## src/rtl/hex_history_display.sv

```systemverilog
// hex_history_display
//   Display stage for a 4-bit counter. Each load strobe pushes `value` into a
//   4-deep history. A 4-digit, common-anode, time-multiplexed 7-segment display
//   shows the newest sample on digit 0 and the oldest on digit 3. The decimal
//   point on digit 0 lights when the counter wrapped between the two newest
//   samples. Each digit is driven for PRESCALE clock cycles in turn.
//
// Ports
//   clk    in   rising-edge clock
//   reset  in   synchronous, active-high reset
//   value  in   [3:0] counter value to capture
//   load   in   capture strobe (legal on any cycle)
//   seg    out  [6:0] segments {g,f,e,d,c,b,a}, active-low
//   an     out  [3:0] digit anodes, active-low, one-hot
//   dp     out  decimal point, active-low
module hex_history_display #(
  parameter int PRESCALE = 50000
) (
  input  logic       clk,
  input  logic       reset,
  input  logic [3:0] value,
  input  logic       load,
  output logic [6:0] seg,
  output logic [3:0] an,
  output logic       dp
);

  localparam int PCW = (PRESCALE > 1) ? $clog2(PRESCALE) : 1;
  localparam logic [PCW-1:0] PC_LAST = PCW'(PRESCALE - 1);

  logic [3:0]     h [4];
  logic [3:0]     v;
  logic [PCW-1:0] pc;
  logic [1:0]     idx;
  logic           tick;

  logic [6:0] seg_nxt;
  logic [3:0] an_nxt;
  logic       dp_nxt;

  function automatic logic [6:0] hex7(input logic [3:0] d);
    logic [6:0] s;
    case (d)
      4'h0: s = 7'b1000000;
      4'h1: s = 7'b1111001;
      4'h2: s = 7'b0100100;
      4'h3: s = 7'b0110000;
      4'h4: s = 7'b0011001;
      4'h5: s = 7'b0010010;
      4'h6: s = 7'b0000010;
      4'h7: s = 7'b1111000;
      4'h8: s = 7'b0000000;
      4'h9: s = 7'b0010000;
      4'hA: s = 7'b0001000;
      4'hB: s = 7'b0000011;
      4'hC: s = 7'b1000110;
      4'hD: s = 7'b0100001;
      4'hE: s = 7'b0000110;
      default: s = 7'b0001110;
    endcase
    return s;
  endfunction

  assign tick = (pc == PC_LAST);

  // Outputs are computed from the pre-edge scan index and history, so a load
  // or index advance shows up one cycle later.
  always_comb begin
    seg_nxt = 7'b1111111;
    an_nxt  = ~(4'b0001 << idx);
    dp_nxt  = 1'b1;
    if (v[idx]) seg_nxt = hex7(h[idx]);
    // A newer sample smaller than the previous one means the counter wrapped.
    if (idx == 2'd0 && v[0] && v[1] && (h[0] < h[1])) dp_nxt = 1'b0;
  end

  always_ff @(posedge clk) begin
    if (reset) begin
      for (int i = 0; i < 4; i++) h[i] <= 4'h0;
      v   <= 4'b0000;
      pc  <= '0;
      idx <= 2'd0;
      seg <= 7'b1111111;
      an  <= 4'b1111;
      dp  <= 1'b1;
    end else begin
      if (load) begin
        h[0] <= value;
        h[1] <= h[0];
        h[2] <= h[1];
        h[3] <= h[2];
        v    <= {v[2:0], 1'b1};
      end
      if (tick) begin
        pc  <= '0;
        idx <= idx + 2'd1;
      end else begin
        pc  <= pc + 1'b1;
      end
      seg <= seg_nxt;
      an  <= an_nxt;
      dp  <= dp_nxt;
    end
  end

endmodule
```

## config.mk

```make
export PLATFORM = sky130hd
export DESIGN_NAME = hex_history_display
export DESIGN_NICKNAME = d
export VERILOG_FILES = /design/src/rtl/hex_history_display.sv
export SDC_FILE = /design/constraint.sdc
export NUM_CORES = 1
export LEC_CHECK = 0
export CORE_UTILIZATION = 50
export DETAILED_ROUTE_END_ITERATION = 10
export PLACE_DENSITY = 0.7
export SLEW_MARGIN = 30
export SYNTH_ARGS = -nofsm -noshare
export SYNTH_HDL_FRONTEND = slang
export SYNTH_SLANG_ARGS = --single-unit
```

## constraint.sdc

```tcl
create_clock -name clk -period 2.1 [get_ports clk]
set_input_delay 0.42 -clock clk [delete_from_list [all_inputs] [get_ports clk]]
set_output_delay 0.42 -clock clk [all_outputs]
set_load 0.02 [all_outputs]
```

==> flow_summary.json <==
{
  "crit_path_end_kind": "register",
  "grt_pass1_vias": 1434,
  "ys_seq_area_frac": 0.5104,
  "period_share": 0.9201,
  "synth_top_family_by_area": "simple AND/OR/NAND/NOR gates",
  "mostFrequentLayoutCell": "dfxtp_1",
  "rr_worst_depth": 5,
  "clkSlewWorstSetupHoldPaths_ns": 0.09,
  "slew_headroom": 0.4382,
  "wl_um": 3736,
  "dp_slack_ns": 0.1049,
  "clockBufferDepth": 2,
  "start_util": 0.5296,
  "die_h_um": 70.61,
  "pwr_density_cell_nw_per_um2": 688.2,
  "outcome": "finished with violations",
  "swShare": 0.2415,
  "holdCritPathClass": "reg2reg",
  "period_minus_slack_ns": 1.932,
  "die_w_um": 70.61,
  "ys.warnings.count": 0,
  "place_area_um2": 2594,
  "drtIter0Drc": 64,
  "grt_first_pass_wirelength_um": 6555,
  "slowest_delay_ns": 0.62,
  "peakVddDrop_mv": 0.3214,
  "setup_slack_ns": 0.1677,
  "final_cell_mix": "dfxtp_1 (36), nor2_1 (21), and2_1 (18), clkdlybuf4s50_1 (18), edfxtp_1 (16)",
  "cts_tree": "built",
  "finClkSkew_ns": 0.005487,
  "num_vias": 1542,
  "cts_setup_buffers": 0,
  "crit_chain": "mux4_2 -> ha_1 -> and2b_2 -> a21oi_1 -> o221ai_1",
  "gp_congestion": 0.7950,
  "violations": "design-rule violations",
  "ant_nets": 0,
  "syn_area_per_cell_um2": 11.00,
  "required_ns": 2.28,
  "critPathMaxFanout": 6,
  "maxSlewViolCount": 0,
  "syn_area_um2": 2354,
  "synth-seq-cells": 52,
  "grt_use_total": 0.1690,
  "worstMarginPinSlew_ns": 0.8410,
  "dp_cells": 282,
  "path_class": "reg2reg",
  "drt-wirelength-per-cell_um": 12.88,
  "p_switching_mw": 0.4444,
  "n_fill_cell": 405,
  "grt_overflow": 0,
  "final_util": 0.6016,
  "cts.sink_count": 52,
  "fp.coreArea_um2": 4444,
  "antenna_found_initial": 0,
  "io_pins": 19,
  "finalHoldViolations": 0,
  "viasPerCell": 5.317,
  "p_comb_frac": 0.100,
  "syn_inst": 214,
  "clkPwrFrac": 0.304,
  "cts_resized": 0,
  "seqPwrFrac": 0.596,
  "finalPower_mw": 1.840,
  "final_nets": 258,
  "clock-root-buffer": "clkbuf_8",
  "synth_cell_types": 39,
  "cts_made_buffers": 5,
  "p_int_mw": 1.396,
  "synth-xor-area-share": 0.04466,
  "rows": 24,
  "start_kind": "register",
  "drive_above_1_share": 0.09244,
  "synthAdderAreaFrac": 0.07443,
  "antenna_cells": 0,
  "grt_start_max_net_pins": 17,
  "finalSetupTns_ns": 0,
  "max_freq_mhz": 517.5,
  "syn_nets": 235,
  "fin_cells": 290,
  "cp_data_arrival_time_ns": 2.11,
  "clock_latency_ns": 0.30,
  "synthSimpleGateAreaFrac": 0.2036,
  "route.detailed.drc": 6,
  "area_growth_pct": 13.61,
  "synth_compound_area_frac": 0.05901,
  "hold_ws_ns": 0.4650,
  "hold_path_depth": 1,
  "cap_violations": 0,
  "final_area_um2": 2674,
  "h-tree-depth": 2,
  "postCtsHoldBufs": 0,
  "final-setup-viol-count": 0,
  "hpwl_um": 2659,
  "firstDrtPassIters": 9,
  "muxShareOfSynthArea": 0.07230,
  "critPathSlowestCell": "mux4_2",
  "rsz0062_at_grt": "false",
  "p_leak_nw": 1.042,
  "numPortBuffers": 18,
  "dieArea_um2": 4985
}
==> cell type report <==
class                   count  area (um^2)  area share
well taps                  52        65.06     0.02433
multi-input cells         144         1061      0.3968
clock inverters             3        18.77    0.007019
clock buffers               5        68.82     0.02574
repair buffers             23        217.7     0.08142
inverters                  11        41.29     0.01544
flip-flops and latches     52         1201      0.4492
==> Yosys cell counts <==
cell type   n  area, um^2
dfxtp_1    36       720.7
nor2_1     21       78.83
and2_1     18       112.6
edfxtp_1   16       480.5
ha_1       14       175.2
inv_1      11       41.29
xor2_1      9       78.83
nand3_1     8       40.04
a21oi_1     7       35.03
nand2b_1    7       43.79
nand4_1     7       43.79
nand2_1     6       22.52
mux2i_1     5       50.05
and3_1      4       25.02
o21ai_0     4       20.02
o221ai_1    4       35.03
clkbuf_1    3       11.26
mux4_2      3       67.56
o211ai_1    3       22.52
xnor2_1     3       26.28
buf_4       2       15.01
mux4_1      2       52.55
nor2b_1     2       12.51
nor4bb_1    2       20.02
or2_2       2       12.51
or3_1       2       12.51
a21o_1      1       7.510
and2b_2     1       8.760
and4_1      1       8.760
buf_2       1       5.000
buf_6       1       11.26
nor3_1      1       5.000
nor4b_1     1       8.760
o21ai_1     1       5.000
o22ai_1     1       6.260
o31ai_1     1       7.510
or2_4       1       8.760
or2b_1      1       7.510
or4_1       1       7.510
==> critical path, delay by kind of cell, from the launching register on <==
family                     cells  cell delay, ns
DFF                            1            0.46
AOI/OAI and AO/OA              2            0.26
adders and majority gates      1            0.26
and+or+nand+nor                1            0.21
muxes                          1            0.62
==> power groups by stage <==
stage,Combinational [mW],Clock [mW],Sequential (mW)
6_report,0.184,0.559,1.10
5_1_grt,0.207,0.620,1.10
4_1_cts,0.186,0.584,1.10
3_5_place_dp,0.185,0,1.12
3_3_place_gp,0.182,0,1.12
2_1_floorplan,0.114,0,1.12
==> sequential cells by signal (all words and copies together) (netlist names), named ones only <==
signal	flops
h	16
pc	16
seg	7
an	4
v	4
idx	2
dp	1
==> metal layers <==
metal,share of wire,GRT usage,vias up,wire [um]
met3,0.034,0.02991,7,127
li1,-,-,791,-
met1,0.51,0.2368,709,1924
met2,0.43,0.2567,35,1611
met4,0.019,0.08000,0,72
met5,0,0,-,0
==> worst paths after layout <==
kind | start | to | slack (ns)
max reg2reg | register | seg[6] | 0.17
min | pc[0] | pc[0] | 0.47
max | register | seg[6] | 0.17
min reg2reg | pc[0] | pc[0] | 0.47
==> cell families after synthesis <==
| logic type | after synthesis |
|---|---|
| AO/OA/AOI/OAI | 22 |
| XOR/XNOR | 12 |
| adder cells (fa/ha/maj) | 14 |
| buffers and inverters | 18 |
| flip-flops | 52 |
| multiplexers | 10 |
| AND/OR/NAND/NOR | 86 |
Note: power is estimated with default switching activity, not from simulation.
